## src/rtl/cms_and_serial_ctrl.sv

```systemverilog
// Bit-serial controller for a 4-share masked AND gadget: issues one bit per
// fresh randomness word, gathers the gadget's registered output shares and
// hands back the complete shared result.
module cms_and_serial_ctrl #(
  parameter int unsigned WIDTH = 8
) (
  input  logic                 clk_i,
  input  logic                 rst_i,
  input  logic                 start_i,
  output logic                 ready_o,
  input  logic [4*WIDTH-1:0]   X_i,
  input  logic [4*WIDTH-1:0]   Y_i,
  input  logic                 rnd_valid_i,
  input  logic [15:0]          rnd_i,
  output logic                 rnd_ready_o,
  output logic [3:0]           g_x_o,
  output logic [3:0]           g_y_o,
  output logic [15:0]          g_z_o,
  input  logic [3:0]           g_q_i,
  output logic                 out_valid_o,
  input  logic                 out_ready_i,
  output logic [4*WIDTH-1:0]   Q_o
);

  localparam int unsigned NSH = 4;
  localparam int unsigned KW  = $clog2(WIDTH + 1);
  localparam int unsigned VW  = NSH * WIDTH;

  typedef enum logic [1:0] {
    IDLE  = 2'd0,
    ISSUE = 2'd1,
    DRAIN = 2'd2,
    DONE  = 2'd3
  } state_t;

  state_t          state_q, state_d;
  logic [KW-1:0]   k_q, k_d;
  logic [VW-1:0]   x_q, x_d;
  logic [VW-1:0]   y_q, y_d;
  logic [VW-1:0]   res_q, res_d;
  logic            tag_vld_q, tag_vld_d;
  logic [KW-1:0]   tag_idx_q, tag_idx_d;
  logic            issue_c;

  // Bit i of one share; the index may be one wider than a share needs.
  function automatic logic bit_at(input logic [WIDTH-1:0] v, input logic [KW-1:0] i);
    logic [WIDTH-1:0] t;
    t = v >> i;
    return t[0];
  endfunction

  // Share v with bit i replaced by b.
  function automatic logic [WIDTH-1:0] set_bit(input logic [WIDTH-1:0] v,
                                               input logic [KW-1:0] i,
                                               input logic b);
    logic [WIDTH-1:0] m;
    m = WIDTH'(1) << i;
    return b ? (v | m) : (v & ~m);
  endfunction

  // A bit is issued only when a fresh randomness word pairs with it.
  assign issue_c     = (state_q == ISSUE) && rnd_valid_i;
  assign rnd_ready_o = issue_c;
  assign g_z_o       = issue_c ? rnd_i : 16'h0000;
  assign ready_o     = (state_q == IDLE);
  assign out_valid_o = (state_q == DONE);
  assign Q_o         = res_q;

  // Share bits k of the latched operands, gated to zero outside issue cycles.
  always_comb begin
    g_x_o = 4'h0;
    g_y_o = 4'h0;
    if (issue_c) begin
      for (int s = 0; s < NSH; s++) begin
        g_x_o[s] = bit_at(x_q[s*WIDTH +: WIDTH], k_q);
        g_y_o[s] = bit_at(y_q[s*WIDTH +: WIDTH], k_q);
      end
    end
  end

  // Next-state, bit index, issue tag and result capture.
  always_comb begin
    state_d   = state_q;
    k_d       = k_q;
    x_d       = x_q;
    y_d       = y_q;
    res_d     = res_q;
    tag_vld_d = 1'b0;
    tag_idx_d = tag_idx_q;

    if (tag_vld_q) begin
      for (int s = 0; s < NSH; s++) begin
        res_d[s*WIDTH +: WIDTH] = set_bit(res_q[s*WIDTH +: WIDTH], tag_idx_q, g_q_i[s]);
      end
    end

    case (state_q)
      IDLE: begin
        if (start_i) begin
          x_d     = X_i;
          y_d     = Y_i;
          k_d     = '0;
          res_d   = '0;
          state_d = ISSUE;
        end
      end
      ISSUE: begin
        if (rnd_valid_i) begin
          tag_vld_d = 1'b1;
          tag_idx_d = k_q;
          k_d       = k_q + KW'(1);
          if (k_q == KW'(WIDTH - 1)) begin
            state_d = DRAIN;
          end
        end
      end
      DRAIN: begin
        state_d = DONE;
      end
      DONE: begin
        if (out_ready_i) begin
          state_d = IDLE;
        end
      end
      default: begin
        state_d = IDLE;
      end
    endcase
  end

  // State and datapath registers; reset discards any partial operation.
  always_ff @(posedge clk_i or posedge rst_i) begin
    if (rst_i) begin
      state_q   <= IDLE;
      k_q       <= '0;
      x_q       <= '0;
      y_q       <= '0;
      res_q     <= '0;
      tag_vld_q <= 1'b0;
      tag_idx_q <= '0;
    end else begin
      state_q   <= state_d;
      k_q       <= k_d;
      x_q       <= x_d;
      y_q       <= y_d;
      res_q     <= res_d;
      tag_vld_q <= tag_vld_d;
      tag_idx_q <= tag_idx_d;
    end
  end

endmodule

```

## config.mk

```make
export PLATFORM = sky130hd
export DESIGN_NAME = cms_and_serial_ctrl
export DESIGN_NICKNAME = d
export VERILOG_FILES = /design/src/rtl/cms_and_serial_ctrl.sv
export SDC_FILE = /design/constraint.sdc
export NUM_CORES = 1
export LEC_CHECK = 0
export ABC_AREA = 1
export BUFFER_PORTS_ARGS = -buffer_cell sky130_fd_sc_hd__buf_2
export CORE_MARGIN = 3
export CORE_UTILIZATION = 56
export DETAILED_ROUTE_END_ITERATION = 12
export PLACE_DENSITY = 0.85
export RECOVER_POWER = 100
export SLEW_MARGIN = 0
export SYNTH_ARGS = -nofsm -noshare
export SYNTH_HDL_FRONTEND = slang
export SYNTH_SLANG_ARGS = --single-unit
```

## constraint.sdc

```tcl
create_clock -name clk_i -period 8.1 [get_ports clk_i]
set_input_delay 1.215 -clock clk_i [delete_from_list [all_inputs] [get_ports clk_i]]
set_output_delay 1.215 -clock clk_i [all_outputs]
set_load 0.1 [all_outputs]
```

; Word level (Yosys, flattened, before mapping)
; Index checks and enable logic that the tools add are counted.
[word_totals]
reg_bits = 107
latchBits = 0
ram_bits = 0
rom_bits = 0
elab_cells = 61
memories = 0
[op_classes]
add_sub_neg = 1
mul = 0
n_div = 0
n_lt_le_gt_ge = 0
n_eq_ne = 8
n_shift = 9
mux = 20
n_bitwise = 9
reduce_logical = 7
[op_table]
columns = cell, n
row1 = 32-bit two-way mux, 3
row2 = 8-bit by 4-bit right shift with 1-bit output, 8
row3 = 8-bit AND, 4
row4 = 8-bit two-way mux, 4
row5 = 8-bit OR, 4
row6 = 16-bit two-way mux, 1
row7 = 4-bit two-way mux, 4
row8 = 2-bit two-way mux, 4
row9 = 8-bit NOT, 1
row10 = 2-bit one-hot mux with 4 select lines, 1
row11 = 4-bit one-hot mux with 2 select lines, 1
row12 = 1-bit by 4-bit left shift with 8-bit output (first input constant), 1
row13 = 4-bit by 1-bit adder with 4-bit output (second input constant), 1
row14 = 2-bit equality test (second input constant), 2
row15 = 4-bit by 3-bit equality test with 1-bit output (second input constant), 1
row16 = 2-bit by 1-bit != test with 1-bit output (second input constant), 2
row17 = 2-bit != test (second input constant), 2
row18 = 2-bit AND reduction, 2
row19 = 4-bit AND reduction, 1
row20 = 3-bit AND reduction, 1
row21 = 2-bit by 1-bit equality test with 1-bit output (second input constant), 1
row22 = 2-bit logical NOT, 1
row23 = 1-bit two-way mux, 2
row24 = 2-bit nonzero test, 1
row25 = 1-bit logical AND, 1

; Logic depth before layout (Yosys ltp)
; Gate-level depths: netlist of run 1.
[depth]
ltp_word = 7
ltp_mapped = 8

; Worst setup path before layout of run 1
; No wires, ideal clock.
[synth_path]
path_kind = in2out
start = input rnd_valid_i
end = output g_x_o[0]
t_arrival_ps = 2787
required_ps = 6885
path_slack_ps = 4098
cell_stages = 4
n_path_buf = 0
cell_sequence = nand2_2 -> nor2_4 -> nand2_1 -> nor2_1
[synth_via]
elab_chain_cells = 2
[synth_lines]
columns = item, line
row1 = start: declaration, 13  ; input logic rnd_valid_i,
row2 = 1-bit logical AND, 62  ; assign issue_c = (state_q == ISSUE) && rnd_valid_i;
row3 = 4-bit two-way mux, 73  ; if (issue_c) begin
row4 = end: declaration, 16  ; output logic [3:0] g_x_o,
; Every way passes these cells.

; Final worst setup path of run 1
[layout_path]
start = input rnd_valid_i
end = output g_y_o[0]
[layout_via]
elab_chain_cells = 2
[layout_lines]
columns = item, line
row1 = 1-bit logical AND, 62
row2 = 4-bit two-way mux, 73
row3 = end: declaration, 17  ; output logic [3:0] g_y_o,
; Every way passes these cells.

==> summary.txt, run 1 <==
Pwr
  – Cell internal pwr: about 1.1 mW
  – Clock power frac: 14.5%
  – Switching Power: 1.17 mW
  – Power Density: approximately 380 nW/um^2
  – Sw Ratio: 51.7%
  – Maximum vdd drop: between 0.0003 and 0.0004 V
  – LEAKAGE: 3.25 nW
  – Final Power: between 2 and 2.5 mW
  – Combinational share of power: 49.3%
  – Sequential power share: roughly 36%

Synth
  – YS warnings: 0
  – Synth Instances: 681
  – Seq/Total Area, Yosys: 51.0%
  – Post-Syn Area per Cell: 7.71 sq um
  – Synth unique cells: 25
  – Compound-Gate Fraction of Synth Area: 10.1%
  – Post-synthesis instance area: 5250 sq um
  – Post-synthesis xor/xnor area fraction: 0.167%
  – Mux contribution to synthesized area: 0%
  – Largest family of logic cells by synthesized area: simple AND/OR/NAND/NOR gates
  – Synth Area in Simple Gates: between 20% and 30%
  – Synth Area in Adders: 1.43%
  – Net count after synthesis: roughly 780
  – FF+latch count, synth: around 110

Critical path
  – Crit path to: g_y_o[0]
  – Critical Path RT: 6.88 ns
  – CP Capture Type: output pin
  – Critical-path cell list: clkbuf_1 -> nand2_1 -> nor2_1 -> nand2_1 -> nor2_1 -> clkbuf_1
  – Cells on worst reg2reg path: 6
  – R2R Path Start: state_q[1]
  – Crit Path Max Fanout: 24
  – Crit start category: input port
  – CP startpoint: rnd_valid_i
  – Crit Path Class: input port to output pin
  – FF-to-FF End: Q_o[3]
  – CP max stage delay: 0.89 ns
  – CP max stage cell: nor2_1
  – R2R Setup Slk: 5.24 ns
  – Worst path arrival time: 3.79 ns

Final layout
  – Share of layout cells above drive strength 1: between 10% and 20%
  – Final design area excluding fillers: 6030 sq um
  – Nets@finish: 900
  – Util after Layout: 67.5%
  – Area grow syn2layout: 14.8%
  – Most frequent cells in the layout: nor2_1 (148), dfrtp_1 (107), nand2_1 (104), inv_1 (91), buf_2 (87)
  – Commonest non-fill, non-tap cell in the layout: nor2_1
  – Antenna diodes: 0

GRT
  – Largest net degree at the start of global routing: between 100 and 150
  – Antenna violations before repair: 1
  – Global-route wire length before repair: 20000 um
  – Grt total ovfl: 0
  – Vias in the first global route: 4531
  – Gr usage total: 23.9%

Clocking
  – # clock sinks: 107
  – Hold_buf cts: 0
  – Clk buf depth: 2
  – Worst skew pair latency: approximately 0.37 ns
  – TritonCTS buffer count: 9
  – Setup Buffers After CTS: 0
  – CTS clk-pin slew, worst paths: 0.11 ns
  – Post-CTS sizing: 0
  – CTS tree: done
  – Htree depth: 3
  – Root buffer cell: clkbuf_8

Hold path
  – Hold Crit Class: flop to flop
  – Hold Path Depth: 2

Status
  – Status: finished, violations left
  – Failing checks: capacitance limit, slew limit

Timing
  – Relative slew slack: -88.6%
  – Final setup TNS: 0 ns
  – Final Hold Fails: 0
  – Measured slew at the worst slew-check pin: ~2.8 ns
  – Clock Skews: approximately 0.015 ns
  – Min cycle time layout: about 5 ns
  – Max Clock Freq: 200 MHz
  – Fin crit share: 61.7%
  – RSZ-0062 raised after global routing: false
  – Max-slew violation count: 110
  – Final Setup Violations: 0

Floorplanning
  – Die width: 103 um
  – Core Box Area: 8930 sq um
  – Initial Utilization: between 50% and 60%
  – # IOs: 148
  – DIE AREA: 10600 sq um
  – FP Rows: 34
  – Die height: 103 um

Placement
  – IO buf count: approximately 150
  – RePlAce Congestion: 0.806
  – Hpwl dp: around 8800 um
  – Placed cell area: 5930 sq um

Route
  – Drt wl/cell: 13.8 um
  – Post-DR vias/cell: 5.18
  – Routed wire length: 12600 um
  – Initial DRC Count: 238
  – Router iterations before antenna repair: 5
  – Residual DRC: 0
  – Via count of the routed design: 4755
  – Routed Antenna Nets: 0

Flow run
  – Max Cap Violations: 2
[cell usage after synthesis]
| library cell | instances | area [sq um] |
|---|---|---|
| inv_1 | 92 | 345 |
| a21oi_1 | 67 | 335 |
| clkbuf_1 | 4 | 15.0 |
| inv_2 | 6 | 22.5 |
| o21ai_0 | 36 | 180 |
| buf_4 | 3 | 22.5 |
| inv_4 | 1 | 6.26 |
| buf_6 | 6 | 67.6 |
| nand2_2 | 2 | 12.5 |
| xor2_1 | 1 | 8.76 |
| nand3_1 | 47 | 235 |
| buf_2 | 23 | 115 |
| nand4_1 | 1 | 6.26 |
| nor2_2 | 4 | 25.0 |
| nand2_1 | 102 | 383 |
| nor3_1 | 16 | 80.1 |
| o21ai_2 | 1 | 8.76 |
| o21ai_1 | 1 | 5.00 |
| dfrtp_1 | 107 | 2680 |
| buf_1 | 1 | 3.75 |
| nor2_1 | 147 | 552 |
| ha_1 | 6 | 75.1 |
| nor2_4 | 5 | 56.3 |
| nand3b_1 | 1 | 7.51 |
| or2_2 | 1 | 6.26 |
[per-stage QoR]
stage | cells | hold WS, ns | worst slack, ns
floorplan | 681 | 0.463 | 4.07
global placement | 902 | 0.482 | 4.36
detailed placement | 902 | 0.480 | 4.30
CTS | 918 | 0.509 | 4.30
global route | 918 | 0.534 | 2.41
finish | 918 | 0.510 | 3.10
[how the worst min path moves through the flow]
stage,start,endpoint,slack [ns]
after floorplan,tag_idx_q[2],tag_idx_q[2],0.46
after global placement,tag_idx_q[2],tag_idx_q[2],0.48
after detailed placement,tag_idx_q[2],tag_idx_q[2],0.48
after CTS,tag_idx_q[2],tag_idx_q[2],0.51
after global routing,y_q[30],y_q[30],0.53
final,tag_idx_q[2],tag_idx_q[2],0.51
[sequential cells by signal (all words and copies together), names as in the netlist]
name	count
y_q	32
tag_vld_q	1
x_q	32
k_q	4
state_q	2
tag_idx_q	4
Q_o	32
[area by class of cell]
type	count	area [sq um]
Fill cell	791	2900
Sequential cell	107	2680
Multi-Input combinational cell	438	1960
Timing Repair Buffer	150	676
Inverter	99	375
Tap cell	108	135
Clock buffer	9	124
Clock inverter	7	78.8
[worst max-delay path: cells and delay by family]
family | cells | cell delay, ns
buf+inv | 2 | 0.99
simple gates | 4 | 1.56
[routing by layer]
| metal | vias up | part of all wire [%] | track usage (%) |
|---|---|---|---|
| li1 | 2352 | - | - |
| met1 | 2198 | 43 | 32.4 |
| met2 | 183 | 48 | 39.0 |
| met3 | 20 | 7.4 | 4.13 |
| met4 | 2 | 1.6 | 8.67 |
| met5 | - | 0.10 | 0 |
[power by group through the flow]
stage	combinational [mW]	clock (mW)	sequential, mW
floorplan	0.832	0	0.935
global placement	1.10	0	0.819
detailed placement	1.14	0	0.829
CTS	1.14	0.336	0.818
global route	1.23	0.354	0.838
finish	1.12	0.329	0.820
[logic make-up (layout without fill, tap and decap cells)]
group | after synthesis | in the layout
simple gates | 326 | 326
buf+inv | 136 | 265
flops | 107 | 107
compound gates | 105 | 105
fa+ha+maj | 6 | 6
xor+xnor | 1 | 1
Note: power is estimated with default switching activity, not from simulation.
==> inputs of run 2 (changes only) <==
--- a/config.mk
+++ b/config.mk
@@ -5,12 +5,12 @@
 export SDC_FILE = /design/constraint.sdc
 export NUM_CORES = 1
 export LEC_CHECK = 0
-export ABC_AREA = 1
+export ABC_AREA = 0
 export BUFFER_PORTS_ARGS = -buffer_cell sky130_fd_sc_hd__buf_2
 export CORE_MARGIN = 3
-export CORE_UTILIZATION = 56
+export CORE_UTILIZATION = 47
 export DETAILED_ROUTE_END_ITERATION = 12
-export PLACE_DENSITY = 0.85
+export PLACE_DENSITY = 0.76
 export RECOVER_POWER = 100
 export SLEW_MARGIN = 0
 export SYNTH_ARGS = -nofsm -noshare
==> constraint.sdc (replaced) <==
create_clock -name clk_i -period 4.6 [get_ports clk_i]
set_input_delay 0.69 -clock clk_i [delete_from_list [all_inputs] [get_ports clk_i]]
set_output_delay 0.69 -clock clk_i [all_outputs]
set_load 0.1 [all_outputs]
==> summary.txt, run 2 <==
Status
  – Status: finished, violations left (unchanged)
  – Failing checks: capacitance limit, slew limit (unchanged)

Pwr
  – Final Power: 4.47 mW (was 2.27 mW)
  – Sw Ratio: 45.8% (was 51.7%)
  – Switching Power: 2.05 mW (was 1.17 mW)
  – Sequential power share: 35.8% (was 36.2%)
  – Cell internal pwr: 2.42 mW (was 1.09 mW)
  – LEAKAGE: 2.76 nW (was 3.25 nW)
  – Maximum vdd drop: 0.000525 V (was 0.000337 V)
  – Combinational share of power: 47.0% (was 49.3%)
  – Power Density: 726 nW/um^2 (was 376 nW/um^2)
  – Clock power frac: 17.2% (was 14.5%)

Clocking
  – # clock sinks: 107 (unchanged)
  – Htree depth: 3 (unchanged)
  – Hold_buf cts: 0 (unchanged)
  – TritonCTS buffer count: 9 (unchanged)
  – Setup Buffers After CTS: 0 (unchanged)
  – Clk buf depth: 2 (unchanged)
  – CTS clk-pin slew, worst paths: 0.07 ns (was 0.11 ns)
  – Post-CTS sizing: 0 (unchanged)
  – CTS tree: done (unchanged)
  – Worst skew pair latency: 0.35 ns (was 0.37 ns)
  – Root buffer cell: clkbuf_16 (was clkbuf_8)

Synth
  – Synth unique cells: 44 (was 25)
  – Post-Syn Area per Cell: 11.8 sq um (was 7.71 sq um)
  – Synth top cells by count: dfrtp_1 (107), mux2_2 (58), o21ai_0 (38) (was nor2_1 (147), dfrtp_1 (107), nand2_1 (102))
  – Async SR Flop Fraction: 100% (unchanged)
  – Cell with the most instances after synthesis: dfrtp_1 (was nor2_1)
  – YS warnings: 0 (unchanged)
  – Seq/Total Area, Yosys: 50.4% (was 51.0%)
  – Post-synth top area cell: dfrtp_1 (unchanged)
  – Net count after synthesis: 547 (was 776)
  – Top_reg_cell synth: dfrtp_1 (unchanged)
  – Post-synth EDFFs: 0 (unchanged)
  – Synth Instances: 452 (was 681)
  – FF+latch count, synth: 107 (unchanged)
  – Top post-synthesis cells by area: dfrtp_1 (50%), mux2_2 (12%), mux2i_1 (6.2%), o21ai_0 (3.6%), nand3_1 (3.3%) (was dfrtp_1 (51%), nor2_1 (11%), nand2_1 (7.3%), inv_1 (6.6%), a21oi_1 (6.4%))
  – Top cell type's share of synthesized area: 50.4% (was 51.0%)
  – Post-synthesis instance area: 5310 sq um (was 5250 sq um)

Floorplanning
  – FP Rows: 38 (was 34)
  – Die height: 112 um (was 103 um)
  – Initial Utilization: 48.6% (was 58.8%)
  – DIE AREA: 12600 sq um (was 10600 sq um)
  – Die width: 112 um (was 103 um)
  – # IOs: 148 (unchanged)
  – Core Box Area: 10900 sq um (was 8930 sq um)

Critical path
  – CP Capture Type: output pin (unchanged)
  – Cells on worst reg2reg path: 5 (was 6)
  – Critical Path RT: 3.91 ns (was 6.88 ns)
  – Crit Path Max Fanout: 38 (was 24)
  – FF-to-FF End: Q_o[25] (was Q_o[3])
  – R2R Path Start: state_q[0] (was state_q[1])
  – R2R Setup Slk: 1.27 ns (was 5.24 ns)
  – Crit start category: flop (was input port)
  – Crit Path Class: flop to output pin (was input port to output pin)
  – Worst path arrival time: 3.20 ns (was 3.79 ns)

Placement
  – Placed cells: 698 (was 902)
  – Hpwl dp: 8720 um (was 8780 um)
  – IO buf count: 147 (unchanged)
  – Placed cell area: 5990 sq um (was 5930 sq um)
  – RePlAce Congestion: 0.797 (was 0.806)
  – Pre-CTS setup slack: 1.42 ns (was 4.30 ns)

Route
  – Routed wire length: 12600 um (about the same)
  – Drt wl/cell: 17.7 um (was 13.8 um)
  – Via count of the routed design: 3954 (was 4755)
  – Residual DRC: 0 (unchanged)
  – Post-DR vias/cell: 5.52 (was 5.18)
  – Initial DRC Count: 326 (was 238)
  – Router iterations before antenna repair: 5 (unchanged)
  – Routed Antenna Nets: 0 (unchanged)

Hold path
  – Min-delay src: y_q[17] (was tag_idx_q[2])
  – Hold Path Depth: 1 (was 2)
  – WHS Endpoint: y_q[17] (was tag_idx_q[2])
  – Hold Crit Class: flop to flop (unchanged)

Final layout
  – Filler cell count: 1004 (was 791)
  – Share of layout cells above drive strength 1: 31.5% (was 15.1%)
  – Final design area excluding fillers: 6160 sq um (was 6030 sq um)
  – Reg area: 2680 sq um (unchanged)
  – Post-Layout Cell Count: 716 (was 918)
  – Nets@finish: 664 (was 900)
  – Util after Layout: 56.3% (was 67.5%)
  – Commonest non-fill, non-tap cell in the layout: dfrtp_1 (was nor2_1)
  – Area of the multi-input gates: 2300 sq um (was 1960 sq um)
  – Area grow syn2layout: 15.9% (was 14.8%)
  – Most frequent cells in the layout: dfrtp_1 (107), buf_2 (90), mux2_2 (58), clkbuf_1 (53), o21ai_0 (38) (was nor2_1 (148), dfrtp_1 (107), nand2_1 (104), inv_1 (91), buf_2 (87))

Timing
  – Relative slew slack: -102% (was -88.6%)
  – Max-slew violation count: 196 (was 110)
  – Fin crit share: 84.6%
  – Worst Slack Setup Final: 0.709 ns (was 3.10 ns)
  – Final Setup Violations: 0 (unchanged)
  – Clock Skews: 0.00601 ns (was 0.0154 ns)
  – Fin Hold WS: 0.490 ns (was 0.510 ns)
  – Final Hold Fails: 0 (unchanged)
  – Min cycle time layout: 3.89 ns
  – RSZ-0062 raised after global routing: false (unchanged)
  – Measured slew at the worst slew-check pin: 3.03 ns (was 2.83 ns)
  – Final setup TNS: 0 ns (unchanged)
  – Max Clock Freq: 257 MHz

GRT
  – Grt total ovfl: 0 (unchanged)
  – Largest net degree at the start of global routing: 83 (was 134)
  – Vias in the first global route: 4121 (was 4531)
  – Global-route wire length before repair: 20800 um (was 20000 um)
  – Antenna violations before repair: 1 (unchanged)
  – Gr usage total: 20.4% (was 23.9%)

Flow run
  – Max Cap Violations: 3 (was 2)
## run 2: worst max-delay path: stages (launching register included)
cell and delay, ns:
dfrtp_1 1.65, mux2i_1 0.24, a22o_1 0.31, nor3_2 0.15, clkbuf_2 0.48
## run 2: how the worst max path moves through the flow
stage                 from       end  slack, ns  cells after the start
2_1_floorplan  rnd_valid_i  g_x_o[3]       0.48                      5
3_3_place_gp    state_q[1]  g_y_o[0]       1.53                      6
3_5_place_dp    state_q[1]  g_x_o[3]       1.42                      6
4_1_cts         state_q[1]  g_x_o[3]       1.02                      6
5_1_grt             k_q[1]  g_x_o[3]       0.45                      4
6_report            k_q[1]  g_y_o[1]       0.71                      4
## run 2: area by class of cell
| class | instances | area share [%] |
|---|---|---|
| Antenna cell | 2 | 0.0813 |
| Tap cell | 140 | 2.84 |
| Clock inverter | 6 | 1.06 |
| Inverter | 7 | 0.427 |
| Multi-Input combinational cell | 295 | 37.3 |
| Clock buffer | 10 | 3.72 |
| Sequential cell | 107 | 43.5 |
| Timing Repair Buffer | 149 | 11.1 |
## run 2: kinds of logic (layout without fill, tap and decap cells)
kind of cell    Yosys count  in the layout  share of synthesized area (%)
flops                   107            107                           50.4
mux                     101            101                           21.3
compound gates           95             95                           10.6
simple gates             93             93                           10.9
buf+inv                  50            172                           5.34
fa+ha+maj                 6              6                           1.41
other cells               0              2                              0
## run 2: layer usage
layer	up-vias	track usage (%)	share of wire [%]
li1	1864	-	-
met2	138	32.9	49
met4	0	5.21	0.50
met5	-	0	0
met1	1942	26.3	43
met3	10	7.17	7.4
## run 2: power by group through the flow
stage | combinational (mW) | sequential (mW) | clock, mW
floorplan | 1.55 | 1.90 | 0
global placement | 2.12 | 1.59 | 0
detailed placement | 2.18 | 1.62 | 0
CTS | 2.18 | 1.60 | 0.788
global route | 2.24 | 1.66 | 0.825
finish | 2.10 | 1.60 | 0.769
